[src/rtl/ram_ctrl_pkg.sv]
// Shared types and default geometry for the 512x16 RAM request controller.
package ram_ctrl_pkg;
  localparam int ADDR_W = 9;
  localparam int DATA_W = 16;
  localparam int LEN_W  = 4;

  typedef enum logic [1:0] {
    IDLE  = 2'd0,
    WRITE = 2'd1,
    READ  = 2'd2,
    RESP  = 2'd3
  } state_t;
endpackage

[src/rtl/ram_addr_gen.sv]
// Burst address/beat counter: loads start address and beats-minus-one,
// steps both per committed beat; the address wraps modulo 2^ADDR_W.
module ram_addr_gen #(
  parameter int ADDR_W = 9,
  parameter int LEN_W  = 4
) (
  input  logic              clk,
  input  logic              rst_n,
  input  logic              load,
  input  logic              step,
  input  logic [ADDR_W-1:0] load_addr,
  input  logic [LEN_W-1:0]  load_len,
  output logic [ADDR_W-1:0] addr,
  output logic              last
);
  logic [ADDR_W-1:0] addr_q;
  logic [LEN_W-1:0]  remain_q;

  always_ff @(posedge clk or negedge rst_n) begin
    if (!rst_n) begin
      addr_q   <= '0;
      remain_q <= '0;
    end else if (load) begin
      addr_q   <= load_addr;
      remain_q <= load_len;
    end else if (step) begin
      addr_q   <= addr_q + ADDR_W'(1);
      remain_q <= remain_q - LEN_W'(1);
    end
  end

  assign addr = addr_q;
  assign last = (remain_q == '0);
endmodule

[src/rtl/ram_512_initiator.sv]
// Request-side controller for RAM_512: single/burst reads and writes over
// valid/ready, with a registered, back-pressurable read response.
//
//   state | meaning
//   IDLE  | ready for a request, RAM disabled
//   WRITE | one write beat per cycle while wd_valid is high
//   READ  | RAM read cycle, ram_out captured at the closing edge
//   RESP  | read word presented, held until rsp_ready
module ram_512_initiator #(
  parameter int ADDR_W = ram_ctrl_pkg::ADDR_W,
  parameter int DATA_W = ram_ctrl_pkg::DATA_W,
  parameter int LEN_W  = ram_ctrl_pkg::LEN_W
) (
  input  logic              clk,
  input  logic              rst_n,
  input  logic              req_valid,
  output logic              req_ready,
  input  logic              req_we,
  input  logic [ADDR_W-1:0] req_addr,
  input  logic [LEN_W-1:0]  req_len,
  input  logic              wd_valid,
  output logic              wd_ready,
  input  logic [DATA_W-1:0] wd_data,
  output logic              rsp_valid,
  input  logic              rsp_ready,
  output logic [DATA_W-1:0] rsp_data,
  output logic              rsp_last,
  output logic              busy,
  output logic              ram_e,
  output logic              ram_w,
  output logic              ram_r,
  output logic [ADDR_W-1:0] ram_addr,
  output logic [DATA_W-1:0] ram_d,
  input  logic [DATA_W-1:0] ram_out
);
  import ram_ctrl_pkg::*;

  state_t            state_q, state_d;
  logic              ag_load, ag_step, ag_last;
  logic [ADDR_W-1:0] addr;
  logic [DATA_W-1:0] rsp_data_q;
  logic              rsp_last_q;

  ram_addr_gen #(.ADDR_W(ADDR_W), .LEN_W(LEN_W)) u_addr_gen (
    .clk       (clk),
    .rst_n     (rst_n),
    .load      (ag_load),
    .step      (ag_step),
    .load_addr (req_addr),
    .load_len  (req_len),
    .addr      (addr),
    .last      (ag_last)
  );

  always_ff @(posedge clk or negedge rst_n) begin
    if (!rst_n) begin
      state_q    <= IDLE;
      rsp_data_q <= '0;
      rsp_last_q <= 1'b0;
    end else begin
      state_q <= state_d;
      // ram_out is only defined during READ, so capture strictly there
      if (state_q == READ) begin
        rsp_data_q <= ram_out;
        rsp_last_q <= ag_last;
      end
    end
  end

  always_comb begin
    state_d = state_q;
    ag_load = 1'b0;
    ag_step = 1'b0;
    unique case (state_q)
      IDLE: begin
        if (req_valid) begin
          ag_load = 1'b1;
          state_d = req_we ? WRITE : READ;
        end
      end
      WRITE: begin
        if (wd_valid) begin
          ag_step = 1'b1;
          if (ag_last) state_d = IDLE;
        end
      end
      READ: state_d = RESP;
      RESP: begin
        if (rsp_ready) begin
          if (rsp_last_q) begin
            state_d = IDLE;
          end else begin
            ag_step = 1'b1;
            state_d = READ;
          end
        end
      end
      default: state_d = IDLE;
    endcase
  end

  assign req_ready = (state_q == IDLE);
  assign busy      = (state_q != IDLE);
  assign wd_ready  = (state_q == WRITE);
  assign ram_w     = (state_q == WRITE) && wd_valid;
  assign ram_r     = (state_q == READ);
  assign ram_e     = (state_q == WRITE) || (state_q == READ);
  assign ram_addr  = addr;
  assign ram_d     = wd_data;
  assign rsp_valid = (state_q == RESP);
  assign rsp_data  = rsp_data_q;
  assign rsp_last  = rsp_last_q;
endmodule

[config.mk]
export PLATFORM = sky130hd
export DESIGN_NAME = ram_512_initiator
export DESIGN_NICKNAME = d
export VERILOG_FILES = /design/src/rtl/ram_ctrl_pkg.sv /design/src/rtl/ram_addr_gen.sv /design/src/rtl/ram_512_initiator.sv
export SDC_FILE = /design/constraint.sdc
export NUM_CORES = 1
export LEC_CHECK = 0
export ABC_AREA = 0
export ABC_CLOCK_PERIOD_IN_PS = 4700
export CORE_UTILIZATION = 41
export CTS_BUF_LIST = sky130_fd_sc_hd__clkbuf_16
export CTS_CLUSTER_DIAMETER = 30
export CTS_CLUSTER_SIZE = 20
export DETAILED_ROUTE_END_ITERATION = 7
export GPL_ROUTABILITY_DRIVEN = 0
export MAX_ROUTING_LAYER = met4
export PLACE_DENSITY = 0.86
export SLEW_MARGIN = 20
export SYNTH_ARGS = -nofsm -noshare
export SYNTH_HDL_FRONTEND = slang
export SYNTH_SLANG_ARGS = --single-unit
[constraint.sdc]
create_clock -name clk -period 4.7 [get_ports clk]
set_clock_uncertainty 0.05 [all_clocks]
set_input_delay 0.94 -clock clk [delete_from_list [all_inputs] [get_ports clk]]
set_output_delay 0.94 -clock clk [all_outputs]
set_load 0.02 [all_outputs]
==> impl_metrics.toml, run 1 <==
[run_status]
status = "completed"

[route]
drt-vias-per-instance = 5.094
wire_per_inst_um = 14.27
drt_pass1_iterations = 4
drc = 0
num_vias = 1350
wirelength_um = 3782
drt.antenna.violating_nets = 0
drt_iter0_drc = 71

[logic_synthesis]
synthTopCellsByArea = "dfrtp_1, mux2_2, buf_4"
synth_top_cell_area_share_pct = 46.96
synth_fp_nets = 218
synth_largest_area_cell = "dfrtp_1"
syn_avg_cell_area_um2 = 10.73
synth_seq_cells = 32
netlist_instances = 159
syn_area_um2 = 1705
ys_warn_count = 0
async_flop_share_pct = 100.0
ys.flop_type = "dfrtp_1"
synth_edf_count = 0
synth_cell_type_count = 31
ys_seq_area_share_pct = 46.96

[timing]
hold_viol_final = 0
fin_crit_ns = 3.192
max_freq_mhz = 313.3
tns_ns = 0
finalSetupViolations = 0
finalCritPeriodShare_pct = 67.92
setup_slack_ns = 1.508
relSlewSlack_pct = 64.48
worst_pin_slew_ns = 0.5314
drv_slew = 0
rsz0062_at_grt = "false"

[floorplanning]
ios = 100
fp.dieH_um = 66.50
coreArea_um2 = 4000
num_rows = 23
die-area_um2 = 4422
chipWidth_um = 66.50
initial_utilization_pct = 42.63

[final_layout]
area_growth_syn_to_layout_pct = 43.58
insertedDiodeCount = 0
fin_nets = 273
layout_common_cells = "clkdlybuf4s50_1, dfrtp_1, mux2_2"
final_common_cell = "clkdlybuf4s50_1"
drive_gt1_share_pct = 13.49
final_area_um2 = 2449
fillCellCount = 338

[clocking]
clk_pin_slew_worst_paths_ns = 0.05
postCtsResizedCells = 0
cts_tree = "built"
cts_buffers = 5
cts_num_sinks = 32
post_cts_buffers = 0
root_buffer = "clkbuf_16"
worstSkewPairLatency_ns = 0.27
clk_path_buf_depth = 2
cts_hold_buf = 0
h-tree-depth = 2

[place]
dp.final_hpwl_um = 2756
port_buffers = 67
preCtsSetupSlack_ns = 1.510
dpl_cell_area_um2 = 2310

[run]
cap_violations = 0

[power]
combPwrFrac_pct = 53.8
p_sw_share_pct = 38.83
ir_drop_mv = 0.3025
p_clk_share_pct = 16.8
pwr-share-seq_pct = 29.4
power_switching_uw = 698.3
powerDensity_nw_per_um2 = 734.4
p_leak_uw = 0.001004
internal-power_uw = 1100

[global_routing]
grt_pass1_wl_um = 5761
grt_max_degree = 33
antenna_found_initial = 0
grtUsageTotal_pct = 18.25
grt_pass1_vias = 1206
overflow = 0

[critical_path]
startpoint = "wd_valid"
r2r_start = "state_q[1]"
crit_path_start_kind = "input pin"
cp-end-kind = "output pin"
crit_fanout = 2
arrival_ns = 2.20
critPathKind = "input pin to output pin"
required_ns = 3.71

[min_path]
hold_path.startpoint = "rsp_data[7]"
hold_path.class = "register to register"
[worst max-delay path: stages]
cell,delay (ns)
clkdlybuf4s50_1,0.48
and2_1,0.17
clkdlybuf4s50_1,0.61
[synthesized netlist by cell type, types with 2 or more instances]
library cell and instances:
clkbuf_1 3, nor2_1 9, dfrtp_1 32, mux2i_1 3, or3_1 9, buf_4 18
ha_1 8, mux2_2 18, nand2_1 8, a21oi_1 2, nand3_1 2, o21ai_1 11
inv_1 8, nand4_1 2, a31oi_1 9, and2_1 2
[per-layer routing]
| layer | part of all wire (%) | track usage, % | up-vias | wire [um] |
|---|---|---|---|---|
| met1 | 42 | 22.59 | 638 | 1600 |
| met5 | 0 | - | - | 0 |
| met3 | 5.4 | 4.966 | 5 | 206 |
| met2 | 51 | 28.95 | 54 | 1932 |
| li1 | - | - | 653 | - |
| met4 | 1.1 | 5.851 | 0 | 43 |
[worst paths after layout]
path	slack (ns)	endpoint	cells after the start
max	1.51	ram_w	3
min	0.45	rsp_data[7]	1
max reg2reg	2.62	u_addr_gen.addr[8]	7
min reg2reg	0.45	rsp_data[7]	1
max in group asynchronous	3.28	rsp_last	2
min in group asynchronous	1.02	rsp_data[13]	2
[state kept, by name (all words and copies together), names as in the netlist]
| name | flops |
|---|---|
| rsp_data | 16 |
| rsp_last | 1 |
| state_q | 2 |
| u_addr_gen.addr | 9 |
| u_addr_gen.remain_q | 4 |
[through the flow]
step | util [%] | instances | total power (uW) | hold slack (ns)
floorplan | - | 159 | 1108 | 0.4881
global placement | 57.74 | 257 | 1465 | 0.4371
detailed placement | 57.74 | 257 | 1500 | 0.4463
CTS | 61.21 | 265 | 1812 | 0.4576
global route | 61.21 | 265 | 1907 | 0.4664
finish | 61.21 | 265 | 1798 | 0.4522
[cell type report]
cell class | count | area (um^2) | share of cell area (%)
well taps | 50 | 62.56 | 2.555
multi-input cells | 97 | 723.2 | 29.53
flip-flops and latches | 32 | 800.8 | 32.70
repair buffers | 70 | 693.2 | 28.31
inverters | 8 | 30.03 | 1.226
clock buffers | 5 | 125.1 | 5.110
clock inverters | 3 | 13.76 | 0.5621
[cell families (layout without fill, tap and decap cells)]
| family | after synthesis | after routing | synth area share (%) |
|---|---|---|---|
| and+or+nand+nor | 39 | 39 | 12.11 |
| DFF | 32 | 32 | 46.96 |
| buffers and inverters | 30 | 86 | 10.64 |
| AOI/OAI and AO/OA | 26 | 26 | 9.097 |
| muxes | 22 | 22 | 14.31 |
| adders and majority gates | 8 | 8 | 5.870 |
| xor gates and xnor gates | 2 | 2 | 1.027 |
[power by group through the flow]
stage / Clock (uW) / Combinational (uW) / Sequential [uW]
after floorplan: 0 / 455 / 654
after CTS: 310 / 974 / 528
after detailed placement: 0 / 968 / 532
after global placement: 0 / 942 / 523
final: 302 / 967 / 529
after global routing: 322 / 1040 / 549
Note: power is estimated with default switching activity, not from simulation.
==> run 2: changes to the inputs <==
ABC_CLOCK_PERIOD_IN_PS = 2700   (was 4700)
CORE_UTILIZATION = 34   (was 41)
PLACE_DENSITY = 0.76   (was 0.86)
clock period = 2.7 ns   (was 4.7 ns; I/O delays follow)
==> run 2 against run 1 <==
Via count down 0.30%. Global-route usage fell by 3.2 points. Critical path depth rose by 1. Final cell count rose by 6.8%. Hold slack lost 0.0015 ns. Flip-flop and latch count unchanged. Register-to-register slack lost 2.0 ns.
==> impl_metrics.toml, run 2 (synthesis gave the netlist of run 1 again) <==
[global_routing]
antenna_found_initial = 0
grtUsageTotal_pct = 15.04
grt_max_degree = 33
grt_pass1_vias = 1251
overflow = 0
grt_pass1_wl_um = 5720

[run_status]
status = "completed"

[final_layout]
stdcell_count = 283
final_common_cell = "clkdlybuf4s50_1"
fin_nets = 274
insertedDiodeCount = 0
fillCellCount = 440
largest_reg_flops = 16
final_area_um2 = 2501
layout_common_cells = "clkdlybuf4s50_1, dfrtp_1, mux2_2"
drive_gt1_share_pct = 13.43
area_growth_syn_to_layout_pct = 46.66

[route]
wire_per_inst_um = 13.17
drt.antenna.violating_nets = 0
drt-vias-per-instance = 4.756
wirelength_um = 3726
drc = 0
drt_pass1_iterations = 4
drt_iter0_drc = 33
num_vias = 1346

[timing]
finalSetupViolations = 0
worst_pin_slew_ns = 0.5244
hold_viol_final = 0
drv_slew = 0
hold_ws_ns = 0.4507
max_freq_mhz = 401.2
fin_crit_ns = 2.493
setup_slack_ns = 0.2073
relSlewSlack_pct = 64.96
finalCritPeriodShare_pct = 92.32
tns_ns = 0
rsz0062_at_grt = "false"

[min_path]
hold-path-endpoint = "rsp_data[7]"
hold_path.startpoint = "rsp_data[7]"
hold_path.class = "register to register"
hold_path_depth = 1

[critical_path]
arrival_ns = 1.90
cp-end-kind = "output pin"
r2r_cells = 7
r2r_start = "state_q[1]"
crit_fanout = 5
timing.rr.end = "u_addr_gen.addr[8]"
critPathKind = "register to output pin"
regToRegSetupSlack_ns = 0.62
crit_path_start_kind = "register"
required_ns = 2.11

[floorplanning]
initial_utilization_pct = 35.63
die-area_um2 = 5303
coreArea_um2 = 4786
ios = 100
num_rows = 25
chipWidth_um = 72.82
fp.dieH_um = 72.82

[place]
port_buffers = 67
preCtsSetupSlack_ns = 0.3099
place_inst = 275
dp.final_hpwl_um = 2620
dpl_cell_area_um2 = 2338

[clocking]
cts_num_sinks = 32
h-tree-depth = 2
cts_hold_buf = 0
post_cts_buffers = 0
clk_path_buf_depth = 2
worstSkewPairLatency_ns = 0.27
root_buffer = "clkbuf_16"
cts_buffers = 5
clk_pin_slew_worst_paths_ns = 0.05
postCtsResizedCells = 0
cts_tree = "built"

[run]
cap_violations = 0

[power]
ir_drop_mv = 0.5669
powerDensity_nw_per_um2 = 1290
p_leak_uw = 0.001016
run 2: routing by layer:
layer | track usage [%] | vias up | share of wire (%)
met5 | - | - | 0
li1 | - | 655 | -
met3 | 5.387 | 9 | 5.6
met4 | 5.882 | 0 | 1.6
met1 | 18.80 | 644 | 47
met2 | 22.22 | 38 | 45
run 2: how the worst max path moves through the flow:
stage          slack, ns       start                      to  depth (start not counted)
3_5_place_dp        0.31    wd_valid                   ram_w                          3
3_3_place_gp        0.31    wd_valid                   ram_w                          3
4_1_cts             0.21  state_q[1]                   ram_w                          4
5_1_grt             0.15  state_q[1]                   ram_w                          4
2_1_floorplan       0.68  state_q[1]  u_addr_gen.remain_q[1]                          7
6_report            0.21  state_q[1]                   ram_w                          4
run 2: metrics by stage:
step / utilization (%) / power [uW]
6_report: 52.26 / 3226
5_1_grt: 52.26 / 3436
4_1_cts: 52.26 / 3258
3_5_place_dp: 48.86 / 2607
3_3_place_gp: 48.86 / 2577
2_1_floorplan: - / 1929
run 2: cell type report:
class | count | area (um^2) | area share, %
Sequential cell | 32 | 800.8 | 32.02
Clock buffer | 5 | 125.1 | 5.002
Clock inverter | 3 | 37.54 | 1.501
Multi-Input combinational cell | 97 | 723.2 | 28.91
Tap cell | 67 | 83.83 | 3.352
Timing Repair Buffer | 71 | 700.7 | 28.01
Inverter | 8 | 30.03 | 1.201
run 2: power breakdown:
part | total [uW] | switching (uW) | leakage [uW] | internal (uW)
clock network | 621 | 193 | 0.0000789 | 428
logic | 1690 | 829 | 0.000564 | 859
registers | 917 | 187 | 0.000373 | 730
run 2: worst max-delay path, stage by stage, from the launching register on:
cell and delay, ns:
dfrtp_1 0.42, inv_1 0.13, ha_1 0.27, and2_1 0.20, clkdlybuf4s50_1 0.61
